==> config.mk <==
export PLATFORM = sky130hd
export DESIGN_NAME = dmem_arbiter
export DESIGN_NICKNAME = d
export VERILOG_FILES = /design/src/rtl/dmem_arbiter_pkg.sv /design/src/rtl/dmem_arbiter_starve.sv /design/src/rtl/dmem_arbiter.sv
export SDC_FILE = /design/constraint.sdc
export NUM_CORES = 1
export LEC_CHECK = 0
export CAP_MARGIN = 15
export CORE_AREA = 2 2 116 118
export DETAILED_ROUTE_END_ITERATION = 8
export DIE_AREA = 0 0 118 120
export GPL_TIMING_DRIVEN = 1
export PLACE_DENSITY = 0.78
export SLEW_MARGIN = 5
export SYNTH_ARGS = -nofsm -noshare
export SYNTH_HDL_FRONTEND = slang
export SYNTH_SLANG_ARGS = --single-unit
==> constraint.sdc <==
create_clock -name clk -period 3.2 [get_ports clk]
set_input_delay 0.96 -clock clk [delete_from_list [all_inputs] [get_ports clk]]
set_output_delay 0.96 -clock clk [all_outputs]
set_load 0.01 [all_outputs]
==> src/rtl/dmem_arbiter_pkg.sv <==
// Shared definitions for the data-RAM arbiter: default data width and the
// read-owner encoding that tags which port a pending read response belongs to.
package dmem_arbiter_pkg;

  // Core data/address width (mirrors XLEN in core_general.vh)
  localparam int unsigned CORE_XLEN = 32;

  // Width of the host starvation counter; large enough for STARVE_MAX up to 255
  localparam int unsigned STARVE_W = 8;

  // Owner of the read issued in the previous cycle
  typedef enum logic [1:0] {
    RD_OWNER_NONE = 2'b00,
    RD_OWNER_CORE = 2'b01,
    RD_OWNER_HOST = 2'b10
  } rd_owner_e;

  // Owner of the read response due next cycle, given this cycle's grants
  function automatic rd_owner_e rd_owner_next(input logic gnt_c, input logic c_we,
                                              input logic gnt_h, input logic h_we);
    rd_owner_e owner;
    owner = RD_OWNER_NONE;
    if (gnt_c && !c_we) begin
      owner = RD_OWNER_CORE;
    end else if (gnt_h && !h_we) begin
      owner = RD_OWNER_HOST;
    end
    return owner;
  endfunction

endpackage

==> src/rtl/dmem_arbiter_starve.sv <==
// Host starvation tracker for dmem_arbiter: counts consecutive cycles the host
// has waited while the core was served and forces a host turn once the wait
// reaches STARVE_MAX.
module dmem_arb_starve
  import dmem_arbiter_pkg::*;
#(
  parameter int unsigned STARVE_MAX = 8
) (
  input  logic clk,
  input  logic rst_n,
  input  logic c_req,
  input  logic h_req,
  output logic host_turn
);

  localparam logic [STARVE_W-1:0] STARVE_LIM = STARVE_W'(STARVE_MAX);

  logic [STARVE_W-1:0] starve_cnt;
  logic                at_limit;

  // Host wins when the core is idle or the host has waited long enough
  always_comb begin
    at_limit  = (starve_cnt == STARVE_LIM);
    host_turn = h_req & (~c_req | at_limit);
  end

  // Wait counter: a waiting host with no turn implies the core was granted,
  // so that condition alone advances the count (saturating at the limit)
  always_ff @(posedge clk or negedge rst_n) begin
    if (!rst_n) begin
      starve_cnt <= '0;
    end else if (!h_req || host_turn) begin
      starve_cnt <= '0;
    end else if (!at_limit) begin
      starve_cnt <= starve_cnt + 1'b1;
    end
  end

endmodule

==> src/rtl/dmem_arbiter.sv <==
// dmem_arbiter: shares the single-port data RAM between the core data port
// (port 0, priority) and the host/debug port (port 1) with bounded host
// starvation. One access per cycle, read data returned one cycle after grant.
// Optional build macro DMEM_ARB_PERF_EN adds grant/stall performance counters.
module dmem_arbiter
  import dmem_arbiter_pkg::*;
#(
  parameter int unsigned XLEN       = CORE_XLEN,
  parameter int unsigned STARVE_MAX = 8
) (
  input  logic            clk,
  input  logic            rst_n,
  // core port
  input  logic            c_req,
  input  logic            c_we,
  input  logic [XLEN-1:0] c_addr,
  input  logic [XLEN-1:0] c_wdata,
  output logic            c_gnt,
  output logic            c_rvalid,
  output logic [XLEN-1:0] c_rdata,
  // host port
  input  logic            h_req,
  input  logic            h_we,
  input  logic [XLEN-1:0] h_addr,
  input  logic [XLEN-1:0] h_wdata,
  output logic            h_gnt,
  output logic            h_rvalid,
  output logic [XLEN-1:0] h_rdata,
  // RAM port
  output logic [XLEN-1:0] m_addr,
  output logic [XLEN-1:0] m_wdata,
  output logic            m_we,
  output logic            m_re,
  input  logic [XLEN-1:0] m_rdata
`ifdef DMEM_ARB_PERF_EN
  ,
  output logic [31:0]     perf_c_gnt,
  output logic [31:0]     perf_h_gnt,
  output logic [31:0]     perf_h_stall
`endif
);

  logic            host_turn;
  logic            gnt_c;
  logic            gnt_h;
  rd_owner_e       rd_owner;
  logic [XLEN-1:0] c_rdata_q;
  logic [XLEN-1:0] h_rdata_q;

  dmem_arb_starve #(
    .STARVE_MAX(STARVE_MAX)
  ) u_starve (
    .clk       (clk),
    .rst_n     (rst_n),
    .c_req     (c_req),
    .h_req     (h_req),
    .host_turn (host_turn)
  );

  // Grant decision; qualified by rst_n so nothing is granted while in reset
  always_comb begin
    gnt_h = rst_n & host_turn;
    gnt_c = rst_n & c_req & ~host_turn;
  end

  assign c_gnt = gnt_c;
  assign h_gnt = gnt_h;

  // RAM request mux from the granted port; idle strobes when nothing granted
  always_comb begin
    m_addr  = '0;
    m_wdata = '0;
    m_we    = 1'b0;
    m_re    = 1'b0;
    if (gnt_h) begin
      m_addr  = h_addr;
      m_wdata = h_wdata;
      m_we    = h_we;
      m_re    = ~h_we;
    end else if (gnt_c) begin
      m_addr  = c_addr;
      m_wdata = c_wdata;
      m_we    = c_we;
      m_re    = ~c_we;
    end
  end

  // Read owner: tags the response arriving from the RAM next cycle
  always_ff @(posedge clk or negedge rst_n) begin
    if (!rst_n) begin
      rd_owner <= RD_OWNER_NONE;
    end else begin
      rd_owner <= rd_owner_next(gnt_c, c_we, gnt_h, h_we);
    end
  end

  assign c_rvalid = (rd_owner == RD_OWNER_CORE);
  assign h_rvalid = (rd_owner == RD_OWNER_HOST);

  // Hold registers keep each port's last returned word while it is not the owner
  always_ff @(posedge clk or negedge rst_n) begin
    if (!rst_n) begin
      c_rdata_q <= '0;
      h_rdata_q <= '0;
    end else begin
      if (c_rvalid) begin
        c_rdata_q <= m_rdata;
      end
      if (h_rvalid) begin
        h_rdata_q <= m_rdata;
      end
    end
  end

  // RAM data passes straight through in the owner's valid cycle
  assign c_rdata = c_rvalid ? m_rdata : c_rdata_q;
  assign h_rdata = h_rvalid ? m_rdata : h_rdata_q;

`ifdef DMEM_ARB_PERF_EN
  // Performance counters: grants per port and host wait cycles, wrapping
  always_ff @(posedge clk or negedge rst_n) begin
    if (!rst_n) begin
      perf_c_gnt   <= '0;
      perf_h_gnt   <= '0;
      perf_h_stall <= '0;
    end else begin
      if (gnt_c) begin
        perf_c_gnt <= perf_c_gnt + 32'd1;
      end
      if (gnt_h) begin
        perf_h_gnt <= perf_h_gnt + 32'd1;
      end
      if (h_req && !gnt_h) begin
        perf_h_stall <= perf_h_stall + 32'd1;
      end
    end
  end
`endif

endmodule

After elaboration in Yosys (flattened, before gate mapping). Cells that the tools add are included.

Bits in registers: 74. Input port bits: 166. Output and inout port bits: 134. Logic and storage cells: 38.

$add $sub $neg: 1. Eq/ne operators: 4. Multiplexer cells: 14. Bitwise operators: 9. Reduce and logical (&&, ||, !) cells: 6.

Operators by type and width (count): $mux W32 (6); $mux W8 (2); $add A8 B1 Y8 const B (1); $eq A8 B4 Y1 const B (1); $and A1 B1 Y1 (4); $mux W1 (4); $mux W2 (2); $not A1 Y1 (4); $logic_not A1 Y1 (3); $eq A2 B1 Y1 const B (1); $eq A2 B2 Y1 const B (1); $logic_and A1 B1 Y1 (2); $ne A2 B2 Y1 const B (1); $logic_or A1 B1 Y1 (1); $or A1 B1 Y1 (1).

Longest topological paths before layout.
Word-level depth: 7. Gate-level depth with buffers: 8.

Cells and area by module. From an unflattened synthesis, not the netlist that was laid out.

Cell total of the unflattened synthesis: 277. Area total of the unflattened synthesis: 3938.8 um2.

Modules (own cells, without submodules): dmem_arbiter (instances 1, cells each 235, area each 3523.4 um2); dmem_arb_starve (instances 1, cells each 42, area each 415.4 um2).

Worst setup path before layout. No wires, ideal clock.

Path type: input to output. Start: input h_req. End: output m_addr[13]. Arrival time: 2.178 ns. Required time: 2.240 ns. Setup slack: 0.062 ns. Cell stages on the path: 6. Path buffers: 2. Cells stage by stage: or4bb_1 > o21ai_2 > inv_2 > buf_6 > buf_2 > a32o_1.

Cells in the longest elaborated chain, start to end: 5. Elaborated cells between the ends (all ways): 6. Those cells by class: 2 x mux; 4 x bitwise.

Ends and longest elaborated chain: from (decl) (RTL line dmem_arbiter.sv:22) `input logic h_req,`; $and A1 B1 Y1 (*) (RTL line dmem_arbiter_starve.sv:24) `host_turn = h_req & (~c_req | at_limit);`; $not A1 Y1 (RTL line dmem_arbiter.sv:63) `gnt_c = rst_n & c_req & ~host_turn;`; $and A1 B1 Y1 (RTL line dmem_arbiter.sv:63); $mux W32 (RTL line dmem_arbiter.sv:80) `end else if (gnt_c) begin`; $mux W32 (*) (RTL line dmem_arbiter.sv:75) `if (gnt_h) begin`; to (decl) (RTL line dmem_arbiter.sv:30) `output logic [XLEN-1:0] m_addr,`.

Mark *: on every way between the ends. The rest lies on a longest branch, timed or not.

Worst setup path after layout.
Start: register u_starve.starve_cnt[0]. End: output m_wdata[18].

Cells in the longest elaborated chain, start to end: 7. Elaborated cells between the ends (all ways): 8. Those cells by class: 1 x eq/ne; 2 x mux; 5 x bitwise.

Ends and longest elaborated chain: from (decl) (RTL line dmem_arbiter_starve.sv:18) `logic [STARVE_W-1:0] starve_cnt;`; from (signal assigned) (RTL line dmem_arbiter_starve.sv:35) `starve_cnt <= starve_cnt + 1'b1;`; $eq A8 B4 Y1 (*) (RTL line dmem_arbiter_starve.sv:23) `at_limit = (starve_cnt == STARVE_LIM);`; $or A1 B1 Y1 (*) (RTL line dmem_arbiter_starve.sv:24); $and A1 B1 Y1 (*) (RTL line dmem_arbiter_starve.sv:24); $not A1 Y1 (RTL line dmem_arbiter.sv:63); $and A1 B1 Y1 (RTL line dmem_arbiter.sv:63); $mux W32 (RTL line dmem_arbiter.sv:80); $mux W32 (*) (RTL line dmem_arbiter.sv:75); to (decl) (RTL line dmem_arbiter.sv:31) `output logic [XLEN-1:0] m_wdata,`.

Marks and branches as above.

==> impl_results.md <==
- Synth area leaders: dfrtp_1 (50%), mux2_2 (20%), a32o_1 (18%)
- Antenna violations before repair: 0
- Core Region: 0.0130 mm2
- Residual DRC: 0
- Die ar.: ~0.014 mm2
- Critical path data required time: around 2.2 ns
- Htree depth: 3
- Syn avg cell area: 13.2 um2
- Finish-stage setup viols: 65
- Final antenna-violating net count: 0
- CP endpoint kind: output port
- Dpl ws: -0.898 ns
- Cells after DPL: 749
- Congestion Overflow GR: 0
- Most frequent cells in the layout: clkdlybuf4s50_1 (228), dfrtp_1 (74), mux2_2 (64)
- Final std cells w/o fill: 802
- R2R cell count: 6
- Starting DRT DRC Count: ~300
- Delay-heaviest family, CP: buffers and inverters
- Via count: between 4000 and 5000
- Synthesis-stage register bit count: 74
- Dpl hpwl: around 11 mm
- CTS sink cnt: 74
- Gate Count Post-Synth: ~280
- Tmin final: 3.52 ns
- CP Depth: 11
- Longest Clk Path Bufs: 2
- Max cap viols: 0
- TritonRoute pass-1 iters: 4
- Yosys cell types: 31
- P&R area growth vs syn: 109%
- Setup CP Type: reg -> out
- Clk_lat worst skew: 0.32 ns
- Commonest non-fill, non-tap cell in the layout: clkdlybuf4s50_1
- Layout cells sized above 1: 0.359
- Max Freq: 284 MHz
- Fill count: between 1000 and 1500
- Gpl congestion: roughly 0.84
- Period utilization: 1.10
- Fin worst setup slack: -0.321 ns
- Via count of the first global-routing pass: 4364
- Initial Utilization: 0.284
- Hold-fix buffers at CTS: 0
- Final Hold Fails: 0
- Leak Pwr: 3.29 nW
- Die Wd: about 120 um
- Reg2reg setup slack: 0.96 ns
- Min-Delay Path Class: reg -> reg
- Port bufs: 299
- Pwr dens: 448 mW/mm2
- Yosys top cell area share: 0.503
- Cell row count: between 40 and 50
- Finished Core Util: 0.592
- Largest net degree at the start of global routing: 75
- Fin. max-slew vios: 0
- CTS root buf: clkbuf_16
- Worst-Margin Slew: 0.896 ns
- Final net count: 789
- Synth area leader: dfrtp_1
- CP max-delay cell: or4b_4
- Io pins: 300
- Max stage delay on crit path: 0.50 ns
- Failing checks: setup timing
- Outcome: complete, but fails checks
- RR Endpoint: u_starve.starve_cnt[2]
- DR vias/cell: between 4 and 5
- Setup crit start: u_starve.starve_cnt[0]
- Final Skew: around 0.0083 ns
- RSZ-0062 raised after global routing: yes
- DR WL/cell: 19.7 um
- Worst reg2reg startpoint: u_starve.starve_cnt[0]
- CP startpoint kind: flop
- Die H: 120 um
- Crit path DAT: 2.56 ns
- All-Layer GR Usage: 0.214
- Post-synthesis sequential area ratio: 0.503
- CP cell instances: inv_1 > ha_1 > or4b_4 > buf_6 > o21ai_4 > inv_6 > buf_12 > buf_12 > buf_16 > a32o_2 > buf_6
- Yosys Warn Count: 0
- Hold WS: about 0.50 ns
- CTS tree: built
- Detailed Route WL: around 16 mm
- Slew headroom: 0.403
- First-pass GRT wire length: ~24 mm
- Synthesized area: 0.00368 mm2
- Maximum vdd drop: roughly 290 uV
- Critical Path Sink: m_wdata[18]
- Diode count: 0
- TritonCTS buffer count: 9
- Crit path max fanout: 8
- Reg clk slew, reported paths: 0.06 ns
- Synth Net Count: roughly 450
- CP Buf/Inv Count: 7
where the power goes:
group          total [mW]  switching [mW]  internal, mW
sequential           1.16          0.0448          1.11
clock                1.01           0.397         0.613
combinational        1.27           0.480         0.792
total                3.44           0.922          2.52
synthesized netlist by cell type, drive strengths merged:
cell     n
nor2     6
xor2     1
nor2b    1
xnor2    2
o22ai    1
o311ai   1
o31ai    1
mux2    64
dfrtp   74
nand3    3
and3     1
a21oi    3
nand4    1
or4bb    1
or2      1
a32o    65
buf     12
and2     3
inv      5
nand2b   2
clkbuf  18
o31a     1
o21ai    4
or3      3
or4b     1
nand2    2
ha       2
through the flow:
stage | setup TNS, ns | area, um2 | power, mW
floorplan | 0 | 3680 | 1.60
global placement | -55.14 | 6990 | 2.35
detailed placement | -56.77 | 6990 | 2.38
CTS | -15.21 | 7670 | 3.47
global route | -20.93 | 7680 | 3.60
finish | -15.28 | 7680 | 3.44
registers in the layout (all words and copies together), names as in the netlist:
register,flops
rd_owner,2
c_rdata_q,32
u_starve.starve_cnt,8
h_rdata_q,32
worst min path at each step:
stage | cells past startpoint | from | endpoint
after floorplan | 1 | u_starve.starve_cnt[0] | u_starve.starve_cnt[0]
after global placement | 1 | c_rdata_q[16] | c_rdata_q[16]
after detailed placement | 1 | c_rdata_q[0] | c_rdata_q[0]
after CTS | 1 | c_rdata_q[0] | c_rdata_q[0]
after global routing | 1 | h_rdata_q[16] | h_rdata_q[16]
final | 1 | h_rdata_q[28] | h_rdata_q[28]
layout make-up:
cell class | count | area, um2 | share of cell area
clock inverters | 6 | 73.8 | 0.00961
clock buffers | 10 | 229 | 0.0298
well taps | 176 | 220 | 0.0287
inverters | 5 | 23.8 | 0.00309
multi-input cells | 170 | 1690 | 0.219
flip-flops and latches | 74 | 1850 | 0.241
repair buffers | 361 | 3600 | 0.468
cell families after synthesis:
logic type	count (synthesis)	share of synthesized area
compound gates	76	0.199
flops	74	0.503
mux	64	0.196
buf+inv	35	0.0489
simple gates	25	0.0394
xor+xnor	3	0.00713
fa+ha+maj	2	0.00679
worst register-to-register path: stages (launching register included):
cell and delay [ns]:
dfrtp_1 0.38, inv_1 0.06, ha_1 0.13, or4b_4 0.50, buf_6 0.15, o311ai_1 0.74, nor2_1 0.14
metal layers:
| metal | vias up | track usage | wire (um) | part of all wire |
|---|---|---|---|---|
| li1 | 1796 | - | - | - |
| met4 | 0 | 0.0670 | 337 | 0.021 |
| met2 | 197 | 0.388 | 8270 | 0.52 |
| met3 | 31 | 0.0528 | 994 | 0.063 |
| met5 | - | 0 | 0 | 0 |
| met1 | 1979 | 0.248 | 6160 | 0.39 |
repair_timing:
| item | CTS | global route |
|---|---|---|
| pin swaps | 12 | 3 |
| endpoints found under the setup margin | 68 | 80 |
| resized for setup | 311 | 7 |
| buffers inserted | 23 | 3 |
| gates cloned | 13 | 0 |
Power figures use the tool's default switching activity.
